File: src/rtl/libhdl_fifo_burst_rd.sv
// Drains a valid/ready FIFO read port and re-issues its words as framed bursts of BURST_LEN beats, with short-burst flush on idle timeout.
// Latency: one cycle for the burst decision, then one cycle from FIFO pop to o_vld; 1 beat/cycle steady state.
// Backpressure: i_rdy low holds o_vld/o_dat/o_last and drops o_fifo_rrdy; an i_fifo_rvld drop stalls the burst without aborting it.
`timescale 1ns/1ps
module libhdl_fifo_burst_rd #(
    parameter int DATA_LEN  = 32,
    parameter int BURST_LEN = 16,
    parameter int CNT_LEN   = 11,
    parameter int TIMEOUT   = 256
) (
    input  logic                i_clk,
    input  logic                i_rst,
    input  logic                i_fifo_rvld,
    input  logic [DATA_LEN-1:0] i_fifo_rdat,
    output logic                o_fifo_rrdy,
    input  logic [CNT_LEN-1:0]  i_fifo_count,
    output logic                o_vld,
    output logic [DATA_LEN-1:0] o_dat,
    output logic                o_last,
    input  logic                i_rdy,
    output logic                o_busy,
    output logic                o_flush
);

    // Beat counter must hold BURST_LEN itself; the idle timer needs at least
    // one bit even when the partial flush is disabled (TIMEOUT == 0).
    localparam int REM_W = $clog2(BURST_LEN + 1);
    localparam int TMR_W = (TIMEOUT > 0) ? $clog2(TIMEOUT + 1) : 1;

    localparam logic [CNT_LEN-1:0] BURST_CNT = CNT_LEN'(BURST_LEN);
    localparam logic [REM_W-1:0]   REM_FULL  = REM_W'(BURST_LEN);
    localparam logic [REM_W-1:0]   REM_ONE   = REM_W'(1);
    localparam logic [TMR_W-1:0]   TMR_FIRE  = TMR_W'((TIMEOUT > 0) ? TIMEOUT - 1 : 0);
    localparam logic [TMR_W-1:0]   TMR_MAX   = TMR_W'(TIMEOUT);

    typedef enum logic {
        ST_IDLE  = 1'b0,
        ST_BURST = 1'b1
    } state_t;

    state_t           state;
    logic [TMR_W-1:0] tmr;
    logic [REM_W-1:0] rem;

    logic pop_hs;
    logic out_hs;
    logic cnt_nz;
    logic cnt_full;
    logic cnt_part;
    logic tmo_hit;

    // Fill-level qualifiers for the IDLE decision.
    assign cnt_nz   = |i_fifo_count;
    assign cnt_full = (i_fifo_count >= BURST_CNT);
    assign cnt_part = cnt_nz && !cnt_full;
    assign tmo_hit  = (TIMEOUT != 0) && cnt_nz && (tmr == TMR_FIRE);

    // Pop whenever beats remain and the output register is empty or draining
    // this cycle; this is the only combinational path from i_rdy.
    assign o_fifo_rrdy = (state == ST_BURST) && (rem != '0) && (!o_vld || i_rdy);
    assign pop_hs      = i_fifo_rvld && o_fifo_rrdy;
    assign out_hs      = o_vld && i_rdy;

    // Burst sequencer: idle timer, beat counter and the registered output stage.
    always_ff @(posedge i_clk or posedge i_rst) begin
        if (i_rst) begin
            state   <= ST_IDLE;
            tmr     <= '0;
            rem     <= '0;
            o_vld   <= 1'b0;
            o_dat   <= '0;
            o_last  <= 1'b0;
            o_busy  <= 1'b0;
            o_flush <= 1'b0;
        end else begin
            o_flush <= 1'b0;
            case (state)
                ST_IDLE: begin
                    if (cnt_full) begin
                        // A full burst wins over a timeout landing in the same cycle.
                        state  <= ST_BURST;
                        o_busy <= 1'b1;
                        rem    <= REM_FULL;
                        tmr    <= '0;
                    end else if (tmo_hit) begin
                        // Count is below BURST_LEN here, so it fits the beat counter.
                        state   <= ST_BURST;
                        o_busy  <= 1'b1;
                        rem     <= REM_W'(i_fifo_count);
                        o_flush <= 1'b1;
                        tmr     <= '0;
                    end else if (cnt_part) begin
                        if (tmr != TMR_MAX) begin
                            tmr <= tmr + 1'b1;
                        end
                    end else begin
                        tmr <= '0;
                    end
                end
                ST_BURST: begin
                    tmr <= '0;
                    if (pop_hs) begin
                        // Load a fresh beat; also covers drain-and-reload in one cycle.
                        o_dat  <= i_fifo_rdat;
                        o_vld  <= 1'b1;
                        rem    <= rem - 1'b1;
                        o_last <= (rem == REM_ONE);
                    end else if (out_hs) begin
                        o_vld  <= 1'b0;
                        o_last <= 1'b0;
                        if (o_last) begin
                            state  <= ST_IDLE;
                            o_busy <= 1'b0;
                        end
                    end
                end
                default: begin
                    state  <= ST_IDLE;
                    o_busy <= 1'b0;
                end
            endcase
        end
    end

endmodule

File: config.mk
export PLATFORM = sky130hd
export DESIGN_NAME = libhdl_fifo_burst_rd
export DESIGN_NICKNAME = d
export VERILOG_FILES = /design/src/rtl/libhdl_fifo_burst_rd.sv
export SDC_FILE = /design/constraint.sdc
export NUM_CORES = 1
export LEC_CHECK = 0
export CAP_MARGIN = 20
export CORE_MARGIN = 5
export CORE_UTILIZATION = 40
export CTS_CLUSTER_SIZE = 40
export DETAILED_ROUTE_END_ITERATION = 6
export PLACE_DENSITY = 0.73
export SYNTH_ARGS = -nofsm -noshare
export SYNTH_HDL_FRONTEND = slang
export SYNTH_SLANG_ARGS = --single-unit
File: constraint.sdc
create_clock -name i_clk -period 2.14 [get_ports i_clk]
set_input_delay 0.535 -clock i_clk [delete_from_list [all_inputs] [get_ports i_clk]]
set_output_delay 0.535 -clock i_clk [all_outputs]
set_load 0.02 [all_outputs]
# Yosys cells after proc, flatten, opt, wreduce, memory -nomap -nowiden
# Cells that the tools add are included.
# totals
reg_bits	51
word_cells	63
out_inout_bits	37
in_bits	47
# classes
magnitude_cmp	1
bitwise	1
eq_ne	9
n_reduce_logical	16
muxes	26
n_addsub	2
# ops
op	count
$mux W9	4
$pmux W9 S2	1
$mux W1	15
$mux W5	3
$ge A11 B5 Y1 const B	1
$reduce_or A11 Y1	1
$pmux W5 S2	1
$add A9 B1 Y9 const B	1
$eq A9 B8 Y1 const B	1
$ne A9 B9 Y1 const B	1
$logic_and A1 B1 Y1	6
$reduce_and A2 Y1	3
$eq A5 B1 Y1 const B	1
$ne A5 B5 Y1 const B	1
$reduce_bool A5 Y1	1
$sub A5 B1 Y5 const B	1
$ne A2 B1 Y1 const B	2
$ne A2 B2 Y1 const B	2
$pmux W1 S2	2
$reduce_and A4 Y1	1
$ne A3 B3 Y1 const B	1
$logic_not A1 Y1	2
$reduce_bool A2 Y1	1
$logic_or A1 B1 Y1	1
$not A1 Y1	1

# Logic depth before layout (Yosys ltp)
# depth
ltp_word	7
depth_mapped	7
mapped_depth_nobuf	7

# Worst setup path after synthesis
# Ideal clock, no wire load.
# synth_path
kind	register -> register
start	register tmr[3]
end	register rem[1]
path_slack_ps	224
stages_incl_launch_ff	8
t_arrival_ps	1788
synth_period_minus_slack_ps	1916
required_ps	2013
path_buffers	0
setup_time_ps	127
path_cell_list	dfrtp_1 > and3_1 > and3_1 > and3_1 > ha_1 > nand2b_1 > a22o_2 > mux2_1
# synth_via
elab_chain_len	4
# synth_lines
item	line_no	text
from (decl)	42	logic [TMR_W-1:0] tmr;
from (signal assigned)	94	tmr <= tmr + 1'b1;
$eq A9 B8 Y1	56	assign tmo_hit = (TIMEOUT != 0) && cnt_nz && (tmr == TMR_FIRE);
$logic_and A1 B1 Y1	56	
$ne A3 B3 Y1 (no line)	--	
$reduce_and A2 Y1 (no line)	--	
to (signal assigned)	89	rem <= REM_W'(i_fifo_count);
to (signal assigned)	106	rem <= rem - 1'b1;
to (decl)	43	logic [REM_W-1:0] rem;
# Every way passes these cells.
# A chain may end at the register's enable or synchronous reset.

# Worst setup path after layout
# layout_path
start	register rem[0]
end	output port o_fifo_rrdy
# layout_via
elab_chain_len	3
# layout_lines
item	line_no	text
$reduce_bool A5 Y1	60	assign o_fifo_rrdy = (state == ST_BURST) && (rem != '0) && (!o_vld || i_rdy);
$logic_and A1 B1 Y1 (2 in a row)	60	
to (decl)	15	output logic o_fifo_rrdy,
# Every way passes these cells.

==> flow_summary_export.csv <==
group,metric,value,unit
outcome,status,"finished with violations",
outcome,violations,"negative setup slack",
global_routing,overflow,0,
critical_path,reg2reg_from,"rem[0]",
synthesis,yosysSeqAreaShare,55.0,%
sta,finalCriticalPeriod,2.23,ns
synthesis,synth_cell_types,39,
floorplanning,fp.dieW,86.2,um
clocking,htree_levels,2,
drt,first_pass_iters,4,
sta,finalHoldViolCount,0,
floorplanning,ios,84,
sta,timing.slew.headroom,76.3,%
placement,hpwl,4270,um
global_routing,grt_pass1_wl,9200,um
floorplanning,die-area,7420,um^2
critical_path,cp_data_required_time,1.60,ns
placement,io_buffer_count,83,
drt,vias_per_cell,4.89,
flow_run,cap_violations,0,
sta,rsz0062_at_grt,"true",
clocking,cts_buffers,5,
floorplanning,die_h,86.2,um
global_routing,grt_pass1_vias,1911,
critical_path,worstReg2RegEnd,"o_dat[1]",
drt,vias,1795,
critical_path,critPathSlowestCell,"or4b_4",
cells_and_area,instances_no_fill,367,
drt,drc,0,
critical_path,r2r_slack,0.09,ns
hold_path,min_path_type,"reg -> reg",
synthesis,ys_warn_count,0,
synthesis,synthesis.area,2320,um^2
critical_path,endpoint_kind,"output port",
critical_path,startpoint,"rem[0]",
critical_path,critPathLaunchType,"register",
drt,drtAntennaViolNets,0,
power_and_ir_drop,power_density,1010,nW/um^2
drt,drt_iter0_drc,44,
sta,period_share,104,%
sta,setup_tns,-0.0864,ns
synthesis,synth_top_family_by_area,"multiplexers",
global_routing,track_usage,15.6,%
floorplanning,fp.coreArea,5570,um^2
cells_and_area,multi_input_area,978,um^2
synthesis,syn_inst,177,
drt,finalWirelength,5540,um
floorplanning,start_util,41.6,%
synthesis,yosys-top-cells-area,"dfrtp_1 55%, mux2_2 16%, ha_1 3.2%",
critical_path,worstSetupPathType,"reg -> out",
synthesis,syn_avg_cell_area,13.1,um^2
drt,wl_per_cell,15.1,um
placement,placedCellCount,355,
clocking,clk_path_buf_depth,2,
synthesis,synth_top_area_cell,"dfrtp_1",
synthesis,ys_ff_latch,51,
critical_path,reg2reg_depth,7,
sta,timing.final.ws_setup,-0.0864,ns
power_and_ir_drop,p_leak,0.00152,uW
global_routing,antenna_found_initial,0,
clocking,clk_pin_slew_worst_paths,0.09,ns
synthesis,muxShareOfSynthArea,17.4,%
sta,final.setup_skew,0.00288,ns
clocking,clock_latency,0.29,ns
global_routing,grt_max_degree,30,
synthesis,synth_xor_area_share,2.64,%
cells_and_area,nFillCells,460,
cells_and_area,area_growth_syn_to_layout,54.2,%
power_and_ir_drop,ir_worst_vdd,0.634,mV
cells_and_area,antenna_cells,0,
synthesis,synthAdderAreaFrac,3.24,%
floorplanning,num_rows,27,
critical_path,cp_max_fo,3,
sta,setup_viol,1,
synthesis,yosysTopAreaCellShare,55.0,%
clocking,cts.sinks,51,
cells_and_area,drive_gt1_share,29.5,%
sta,report.final.slew_viol_count,0,
synthesis,yosys.area_share.simple,13.1,%
synthesis,syn_nets,230,
sta,worstMarginPinSlew,0.355,ns
critical_path,critical-path-max-stage-delay,0.47,ns
placement,gp_congestion,0.816,
critical_path,arrival,1.69,ns
cells_and_area,regArea,1280,um^2
critical_path,crit_end,"o_fifo_rrdy",
clocking,tritoncts,"built",
synthesis,synth-compound-area-share,5.02,%
sta,clock.fmax,0.449,GHz
critical_path,crit_chain,"inv_2, ha_4, or4b_4, and3_4, buf_6",
clocking,cts-root-buf,"clkbuf_8",
cells_and_area,fin_nets,348,
==> logic make-up (layout without fill, tap and decap cells) <==
group / Yosys count / count (layout)
AO/OA/AOI/OAI: 16 / 16
XOR/XNOR: 7 / 7
adder cells (fa/ha/maj): 6 / 6
buffers and inverters: 15 / 133
flip-flops: 51 / 51
multiplexers: 36 / 36
AND/OR/NAND/NOR: 46 / 46
==> cell usage after synthesis (all sizes together) <==
cell	n
o21ai	1
o32ai	1
mux2	34
a21oi	4
or4	3
a211o	1
nor4	5
buf	4
nand3b	1
ha	6
a21boi	1
nor2	13
and3	6
inv	11
nand3	4
or4b	1
nand2	6
o31ai	1
o32a	1
xnor2	3
a22o	1
mux2i	2
dfrtp	51
a21o	1
and2	1
o221ai	1
nand2b	3
xor2	4
o2bb2ai	1
o22ai	2
nand4	3
==> worst min-delay path by stage <==
| stage | slack [ns] | endpoint | cells past startpoint | start |
|---|---|---|---|---|
| after CTS | 0.50 | o_busy | 1 | o_busy |
| after global placement | 0.47 | o_busy | 1 | o_busy |
| after global routing | 0.51 | o_busy | 1 | o_busy |
| after detailed placement | 0.48 | o_busy | 1 | o_busy |
| final | 0.49 | o_busy | 1 | o_busy |
| after floorplan | 0.50 | rem[0] | 1 | rem[0] |
==> report_power, final <==
group / internal, uW / switching, uW / total [uW]
Combinational: 902 / 706 / 1610
Sequential: 1220 / 136 / 1350
Clock: 342 / 309 / 651
==> flip-flops by register name, indices dropped and copies added (netlist names) <==
name,flops
o_dat,32
tmr,9
o_busy,1
o_last,1
state,1
o_flush,1
rem,5
o_vld,1
==> critical path: cells and delay by family (launching register included) <==
| family | cells | cell delay [ns] |
|---|---|---|
| and+or+nand+nor | 2 | 0.66 |
| DFF | 1 | 0.41 |
| adders and majority gates | 1 | 0.12 |
| buffers and inverters | 2 | 0.21 |
==> per-layer routing <==
| layer | global-route usage, % | wire [um] | vias up | share of wire (%) |
|---|---|---|---|---|
| li1 | - | - | 858 | - |
| met1 | 18.5 | 2170 | 876 | 39 |
| met2 | 27.5 | 2930 | 52 | 53 |
| met3 | 3.94 | 326 | 9 | 5.9 |
| met4 | 5.04 | 119 | 0 | 2.1 |
| met5 | 0 | 0 | - | 0 |
==> repair_timing <==
item / 4_1_cts / 5_1_grt
hold endpoints to repair: 0 / 0
pin swaps: 2 / 2
endpoints found under the setup margin: 1 / 2
setup buffers: 3 / 2
hold buffers: 0 / 0
gates resized for setup: 11 / 1
==> layout by cell type (no fill, tap or decap), types with 3 or more instances in the layout <==
cell / n
dfrtp_1: 51
xor2_1: 4
mux2_2: 32
a21oi_1: 4
ha_1: 4
nor2_1: 12
buf_4: 31
inv_1: 8
clkbuf_8: 5
inv_2: 3
nand3_1: 4
and3_1: 5
xnor2_1: 3
nor4_1: 3
nand2b_1: 3
clkdlybuf4s50_1: 82
nand2_1: 6
==> stage by stage <==
step	power [uW]	instance area, um^2	util [%]	worst slack (ns)	hold WS (ns)
2_1_floorplan	2130	2320	-	0.224	0.502
3_3_place_gp	2860	3410	61.2	-0.281	0.469
3_5_place_dp	2900	3410	61.2	-0.284	0.476
4_1_cts	3630	3560	63.9	-0.115	0.497
5_1_grt	3830	3580	64.2	-0.136	0.514
6_report	3610	3580	64.2	-0.0864	0.489
==> cell type report <==
| cell class | instances | share of cell area (%) |
|---|---|---|
| Timing Repair Buffer | 115 | 30.3 |
| Sequential cell | 51 | 35.7 |
| Multi-Input combinational cell | 111 | 27.4 |
| Inverter | 11 | 1.15 |
| Tap cell | 72 | 2.52 |
| Clock buffer | 5 | 1.92 |
| Clock inverter | 2 | 1.05 |
No activity file was read; power rests on OpenSTA's default activity.
